===== src/rtl/combo_entry.sv =====
// Combination-entry front end: synchronizes and debounces two push buttons and
// the combination switches, emits single-cycle press pulses and holds the stored code.

module combo_debounce #(
  parameter int unsigned DEBOUNCE_CYCLES = 500000
) (
  input  logic clk,
  input  logic rst,
  input  logic btn,
  output logic rise
);

  localparam int unsigned CW = $clog2(DEBOUNCE_CYCLES + 1);
  localparam logic [CW-1:0] LAST_CNT = CW'(DEBOUNCE_CYCLES - 1);

  logic          sync1_r;
  logic          sync2_r;
  logic          stable_r;
  logic          stable_prev_r;
  logic          rise_r;
  logic [CW-1:0] cnt_r;

  // Two-flop synchronizer for the raw asynchronous button.
  always_ff @(posedge clk or posedge rst) begin
    if (rst) begin
      sync1_r <= 1'b0;
      sync2_r <= 1'b0;
    end else begin
      sync1_r <= btn;
      sync2_r <= sync1_r;
    end
  end

  // Debounce: accept a change only after it has persisted DEBOUNCE_CYCLES cycles.
  always_ff @(posedge clk or posedge rst) begin
    if (rst) begin
      stable_r <= 1'b0;
      cnt_r    <= '0;
    end else if (sync2_r == stable_r) begin
      stable_r <= stable_r;
      cnt_r    <= '0;
    end else if (cnt_r == LAST_CNT) begin
      stable_r <= sync2_r;
      cnt_r    <= '0;
    end else begin
      stable_r <= stable_r;
      cnt_r    <= cnt_r + CW'(1);
    end
  end

  // Registered rising-edge detect on the debounced level; releases are ignored.
  always_ff @(posedge clk or posedge rst) begin
    if (rst) begin
      stable_prev_r <= 1'b0;
      rise_r        <= 1'b0;
    end else begin
      stable_prev_r <= stable_r;
      rise_r        <= stable_r & ~stable_prev_r;
    end
  end

  assign rise = rise_r;

endmodule

module combo_entry #(
  parameter int unsigned DEBOUNCE_CYCLES = 500000,
  parameter logic [3:0]  RESET_COMBO     = 4'b0110
) (
  input  logic       Clock,
  input  logic       Reset,
  input  logic       enter_btn,
  input  logic       change_btn,
  input  logic [3:0] sw,
  input  logic       set,
  output logic       enter,
  output logic       change,
  output logic       isCombo,
  output logic [3:0] combo
);

  logic       enter_rise_s;
  logic       change_rise_s;
  logic [3:0] sw_sync1_r;
  logic [3:0] sw_sync2_r;
  logic [3:0] combo_r;
  logic       enter_r;
  logic       change_r;

  combo_debounce #(.DEBOUNCE_CYCLES(DEBOUNCE_CYCLES)) u_enter_db (
    .clk  (Clock),
    .rst  (Reset),
    .btn  (enter_btn),
    .rise (enter_rise_s)
  );

  combo_debounce #(.DEBOUNCE_CYCLES(DEBOUNCE_CYCLES)) u_change_db (
    .clk  (Clock),
    .rst  (Reset),
    .btn  (change_btn),
    .rise (change_rise_s)
  );

  // Per-bit two-flop synchronizer for the combination switches.
  always_ff @(posedge Clock or posedge Reset) begin
    if (Reset) begin
      sw_sync1_r <= 4'b0000;
      sw_sync2_r <= 4'b0000;
    end else begin
      sw_sync1_r <= sw;
      sw_sync2_r <= sw_sync1_r;
    end
  end

  // Pulse outputs; enter wins when both buttons are accepted on the same edge.
  always_ff @(posedge Clock or posedge Reset) begin
    if (Reset) begin
      enter_r  <= 1'b0;
      change_r <= 1'b0;
    end else begin
      enter_r  <= enter_rise_s;
      change_r <= change_rise_s & ~enter_rise_s;
    end
  end

  // Stored combination, reloaded on every cycle set is held.
  always_ff @(posedge Clock or posedge Reset) begin
    if (Reset) begin
      combo_r <= RESET_COMBO;
    end else if (set) begin
      combo_r <= sw_sync2_r;
    end else begin
      combo_r <= combo_r;
    end
  end

  assign enter   = enter_r;
  assign change  = change_r;
  assign combo   = combo_r;
  assign isCombo = (sw_sync2_r == combo_r);

endmodule

===== config.mk =====
export PLATFORM = sky130hd
export DESIGN_NAME = combo_entry
export DESIGN_NICKNAME = d
export VERILOG_FILES = /design/src/rtl/combo_entry.sv
export SDC_FILE = /design/constraint.sdc
export NUM_CORES = 1
export LEC_CHECK = 0
export ABC_AREA = 1
export BUFFER_PORTS_ARGS = -buffer_cell sky130_fd_sc_hd__buf_2
export CORE_ASPECT_RATIO = 1.25
export CORE_MARGIN = 2
export CORE_UTILIZATION = 60
export CTS_BUF_LIST = sky130_fd_sc_hd__clkbuf_4 sky130_fd_sc_hd__clkbuf_8
export CTS_CLUSTER_DIAMETER = 40
export CTS_CLUSTER_SIZE = 16
export DETAILED_ROUTE_END_ITERATION = 6
export HOLD_SLACK_MARGIN = 0.15
export PLACE_DENSITY_LB_ADDON = 0.3
export SLEW_MARGIN = 20
export SYNTH_ARGS = -nofsm -noshare
export SYNTH_HDL_FRONTEND = slang
export SYNTH_HIERARCHICAL = 1
export SYNTH_SLANG_ARGS = --single-unit

===== constraint.sdc =====
create_clock -name Clock -period 4.4 [get_ports Clock]
set_clock_uncertainty 0.15 [all_clocks]
set_input_delay 0 -clock Clock [delete_from_list [all_inputs] [get_ports Clock]]
set_output_delay 0 -clock Clock [all_outputs]
set_load 0.1 [all_outputs]

==> metrics.txt <==
# TYPE chip_impl_metric gauge
chip_impl_metric{name="ys_warns",unit=""} 6
chip_impl_metric{name="placedInstanceArea",unit="um^2"} 3200
chip_impl_metric{name="drc",unit=""} 0
chip_impl_metric{name="numCtsBuffers",unit=""} 9
chip_impl_info{name="cp_top_family",value="flip-flops"} 1
chip_impl_metric{name="combined_area_of_all_synthesized_cells",unit="um^2"} 3050
chip_impl_metric{name="syn_inst",unit=""} 346
chip_impl_metric{name="die_h",unit="um"} 83.7
chip_impl_metric{name="clk_pin_slew_worst_paths",unit="ps"} 80
chip_impl_metric{name="path_max_fanout",unit=""} 3
chip_impl_info{name="timing.critical_path.cells",value="nand2_1 -> nand2_1 -> nand2_1 -> nor2_1 -> buf_2"} 1
chip_impl_info{name="post_synth_top_area_cell",value="sky130_fd_sc_hd__dfrtp_1"} 1
chip_impl_metric{name="rows",unit=""} 29
chip_impl_metric{name="finalWorstPathRequiredPeriod",unit="ps"} 1730
chip_impl_metric{name="power.total",unit="mW"} 1.25
chip_impl_metric{name="starting_density_of_the_core",unit=""} 0.614
chip_impl_metric{name="routed-via-count",unit=""} 2361
chip_impl_metric{name="tns",unit="ps"} 0
chip_impl_metric{name="cts_buffer_depth",unit=""} 2
chip_impl_info{name="critical_path.startpoint",value="combo[1]"} 1
chip_impl_metric{name="powerDensity",unit="nW/um^2"} 351
chip_impl_metric{name="max-cap-violations",unit=""} 0
chip_impl_metric{name="nets",unit=""} 397
chip_impl_metric{name="seq_area_frac_synth",unit=""} 0.509
chip_impl_metric{name="worstPathRequired",unit="ps"} 4250
chip_impl_info{name="worst_path_most_repeated_cell",value="sky130_fd_sc_hd__nand2_1"} 1
chip_impl_metric{name="netlist.area_leader.share",unit=""} 0.492
chip_impl_metric{name="clk_latency",unit="ps"} 350
chip_impl_metric{name="die-width",unit="um"} 67.8
chip_impl_metric{name="htreeDepth",unit=""} 3
chip_impl_metric{name="setup_fix_buffers_added_after_clock_tree_synthesis",unit=""} 0
chip_impl_metric{name="ios",unit=""} 16
chip_impl_info{name="hold_start",value="change_btn"} 1
chip_impl_metric{name="worst-endpoint-arrival",unit="ps"} 1580
chip_impl_metric{name="antenna_found_initial",unit=""} 0
chip_impl_metric{name="count_of_state_elements_after_synthesis",unit=""} 62
chip_impl_metric{name="comb_power_share",unit=""} 0.071
chip_impl_info{name="synthTopCellsByCount",value="68 x sky130_fd_sc_hd__nor2_1, 60 x sky130_fd_sc_hd__dfrtp_1, 58 x sky130_fd_sc_hd__nand2_1"} 1
chip_impl_metric{name="maxClockFrequency",unit="MHz"} 577
chip_impl_metric{name="power.share.switching",unit=""} 0.245
chip_impl_metric{name="internal_power",unit="mW"} 0.946
chip_impl_metric{name="coreArea",unit="um^2"} 4970
chip_impl_info{name="tritoncts",value="yes"} 1
chip_impl_metric{name="fin_hold_ws",unit="ps"} 169
chip_impl_info{name="timing.critical_path.slowest_stage_cell",value="sky130_fd_sc_hd__dfstp_2"} 1
chip_impl_metric{name="largest_net_degree_at_the_start_of_global_routing",unit=""} 25
chip_impl_metric{name="hpwlAfterDp",unit="um"} 4190
chip_impl_info{name="ctsRootBufferMaster",value="sky130_fd_sc_hd__clkbuf_8"} 1
chip_impl_metric{name="total_switching_power",unit="mW"} 0.308
chip_impl_metric{name="leakage",unit="nW"} 1.55
chip_impl_metric{name="clock_power_share",unit=""} 0.456
chip_impl_metric{name="final_area",unit="um^2"} 3570
chip_impl_info{name="crit-reg2reg-launch",value="u_change_db/cnt_r[0]"} 1
chip_impl_info{name="setup.worst_path.start_class",value="flop"} 1
chip_impl_metric{name="asyncSetResetFlopFracSynth",unit=""} 1.00
chip_impl_metric{name="layout_setup_ws",unit="ps"} 2670
chip_impl_metric{name="layout-drive-gt1-share",unit=""} 0.223
chip_impl_metric{name="number_of_global_route_vias_before_repair",unit=""} 2413
chip_impl_metric{name="area_delta_synth_final",unit="%"} 17.1
chip_impl_metric{name="finalCritPeriodShare",unit=""} 0.394
chip_impl_info{name="synth-main-ff-cell",value="sky130_fd_sc_hd__dfrtp_1"} 1
chip_impl_info{name="outcome",value="completed"} 1
chip_impl_metric{name="report.final.setup_viol",unit=""} 0
chip_impl_metric{name="crit_path_max_incr_delay",unit="ps"} 550
chip_impl_metric{name="routed_via_density",unit=""} 5.21
chip_impl_metric{name="mappedNetlistNets",unit=""} 357
chip_impl_metric{name="path_buf_inv",unit=""} 1
chip_impl_metric{name="grt_pass1_wl",unit="um"} 11100
chip_impl_info{name="grt_setup_unrepaired",value="no"} 1
chip_impl_metric{name="antenna_cells_inserted",unit=""} 0
chip_impl_metric{name="power.ir.vdd_worst",unit="mV"} 0.275
chip_impl_metric{name="die_area",unit="um^2"} 5670
chip_impl_metric{name="synth-edff-count",unit=""} 0
chip_impl_metric{name="detail-route-antenna-nets",unit=""} 0
chip_impl_info{name="netlist_top_cells_area",value="sky130_fd_sc_hd__dfrtp_1 49%, sky130_fd_sc_hd__nor2_1 8.4%, sky130_fd_sc_hd__nand2_1 7.1%, sky130_fd_sc_hd__inv_1 5.2%, sky130_fd_sc_hd__nor2_4 3.7%"} 1
chip_impl_metric{name="drv_slew",unit=""} 0
chip_impl_metric{name="syn_area_per_cell",unit="um^2"} 8.82
chip_impl_metric{name="sequentialPowerShare",unit=""} 0.473
chip_impl_metric{name="slew_headroom",unit=""} 0.378
chip_impl_metric{name="wire_per_inst",unit="um"} 14.1
chip_impl_metric{name="globalplace.congestion",unit=""} 0.904
chip_impl_metric{name="clock_sink_count",unit=""} 62
chip_impl_metric{name="numPortBuffers",unit=""} 15
chip_impl_metric{name="grt_remaining_overflow",unit=""} 0
chip_impl_info{name="timing.hold.worst.class",value="primary input to flop"} 1
chip_impl_metric{name="dp_slack",unit="ps"} 2830
chip_impl_metric{name="drt-initial-drc-count",unit=""} 222
chip_impl_info{name="most_repeated_cell_in_the_gate_level_netlist_after_synthesis",value="sky130_fd_sc_hd__nor2_1"} 1
chip_impl_metric{name="tightest_slew",unit="ps"} 932
chip_impl_metric{name="hold_violations",unit=""} 0
chip_impl_metric{name="synth.distinct_cells",unit=""} 28
chip_impl_metric{name="grt_util_all_layers",unit=""} 0.266
chip_impl_metric{name="detail_route.first_pass.iterations",unit=""} 5
chip_impl_info{name="setup.worst_path.class",value="flop to primary output"} 1
chip_impl_metric{name="wl",unit="um"} 6380
chip_impl_info{name="cp-end-kind",value="primary output"} 1
power by group through the flow:
stage	logic (mW)	clock network [mW]	registers [mW]
2_1_floorplan	0.0365	0	0.629
3_3_place_gp	0.0776	0	0.603
3_5_place_dp	0.0793	0	0.604
4_1_cts	0.0894	0.582	0.593
5_1_grt	0.0974	0.609	0.595
6_report	0.0891	0.571	0.594
cell type report:
class | instances | area (um^2)
Tap cell | 62 | 77.6
Multi-Input combinational cell | 238 | 1320
Clock buffer | 10 | 138
Sequential cell | 62 | 1550
Timing Repair Buffer | 29 | 215
Inverter | 46 | 173
Fill cell | 349 | 1400
Clock inverter | 6 | 92.6
worst paths after layout:
| check | end | cells after the start | slack, ps |
|---|---|---|---|
| hold reg to reg | sw_sync2_r[1] | 0 | 200 |
| min in group asynchronous | u_enter_db/rise | 3 | 260 |
| setup / recovery | isCombo | 5 | 2670 |
| max in group asynchronous | combo[2] | 4 | 3080 |
| hold / removal | u_change_db/sync1_r | 2 | 170 |
| setup reg to reg | u_change_db/cnt_r[14] | 7 | 2800 |
placed cells by master (no fill, tap or decap), types with 4 or more instances in the layout:
| cell type | netlist | layout |
|---|---|---|
| sky130_fd_sc_hd__a21oi_1 | 8 | 8 |
| sky130_fd_sc_hd__buf_2 | 0 | 15 |
| sky130_fd_sc_hd__clkbuf_8 | 0 | 10 |
| sky130_fd_sc_hd__dfrtp_1 | 60 | 60 |
| sky130_fd_sc_hd__dlygate4sd3_1 | 0 | 14 |
| sky130_fd_sc_hd__inv_1 | 42 | 42 |
| sky130_fd_sc_hd__inv_2 | 4 | 4 |
| sky130_fd_sc_hd__nand2_1 | 58 | 58 |
| sky130_fd_sc_hd__nand2_2 | 14 | 14 |
| sky130_fd_sc_hd__nand3_1 | 16 | 16 |
| sky130_fd_sc_hd__nand3_2 | 6 | 6 |
| sky130_fd_sc_hd__nand4_1 | 4 | 4 |
| sky130_fd_sc_hd__nor2_1 | 68 | 68 |
| sky130_fd_sc_hd__nor2_2 | 10 | 10 |
| sky130_fd_sc_hd__nor2_4 | 10 | 10 |
| sky130_fd_sc_hd__o21ai_1 | 4 | 4 |
| sky130_fd_sc_hd__xnor2_1 | 6 | 6 |
| sky130_fd_sc_hd__xor2_1 | 10 | 10 |
per-layer routing:
metal  vias up  wire (um)  GRT usage
li1       1149          -          -
met1      1162       2500      0.322
met2        39       3550      0.443
met3        11        220     0.0661
met4         0        110      0.111
met5         -          0          0
per-stage QoR:
| step | std cells | utilization |
|---|---|---|
| floorplan | 346 | - |
| global placement | 423 | 0.644 |
| detailed placement | 423 | 0.644 |
| CTS | 453 | 0.719 |
| global route | 453 | 0.719 |
| finish | 453 | 0.719 |
what timing repair did:
action / CTS / global route
hold endpoints to repair: 72 / 0
hold buffers: 14 / 0
resized for setup: 0 / 0
flip-flops by register name, summed over array words and instances, names as in the netlist:
register / flops
u_change_db/cnt_r: 19
u_enter_db/cnt_r: 19
combo: 4
sw_sync1_r: 4
sw_sync2_r: 4
change: 1
enter: 1
u_change_db/rise: 1
u_change_db/stable_prev_r: 1
u_change_db/stable_r: 1
u_change_db/sync1_r: 1
u_change_db/sync2_r: 1
u_enter_db/rise: 1
u_enter_db/stable_prev_r: 1
u_enter_db/stable_r: 1
u_enter_db/sync1_r: 1
u_enter_db/sync2_r: 1
cell families (layout without fill, tap and decap cells):
group	Yosys count	count (layout)	synth area share
multiplexers	2	2	0.00738
AND/OR/NAND/NOR	194	194	0.319
AO/OA/AOI/OAI	22	22	0.0427
flip-flops	62	62	0.509
buffers and inverters	46	91	0.0566
XOR/XNOR	18	18	0.0566
adder cells (fa/ha/maj)	2	2	0.00820
(Power assumes the default switching activity.)
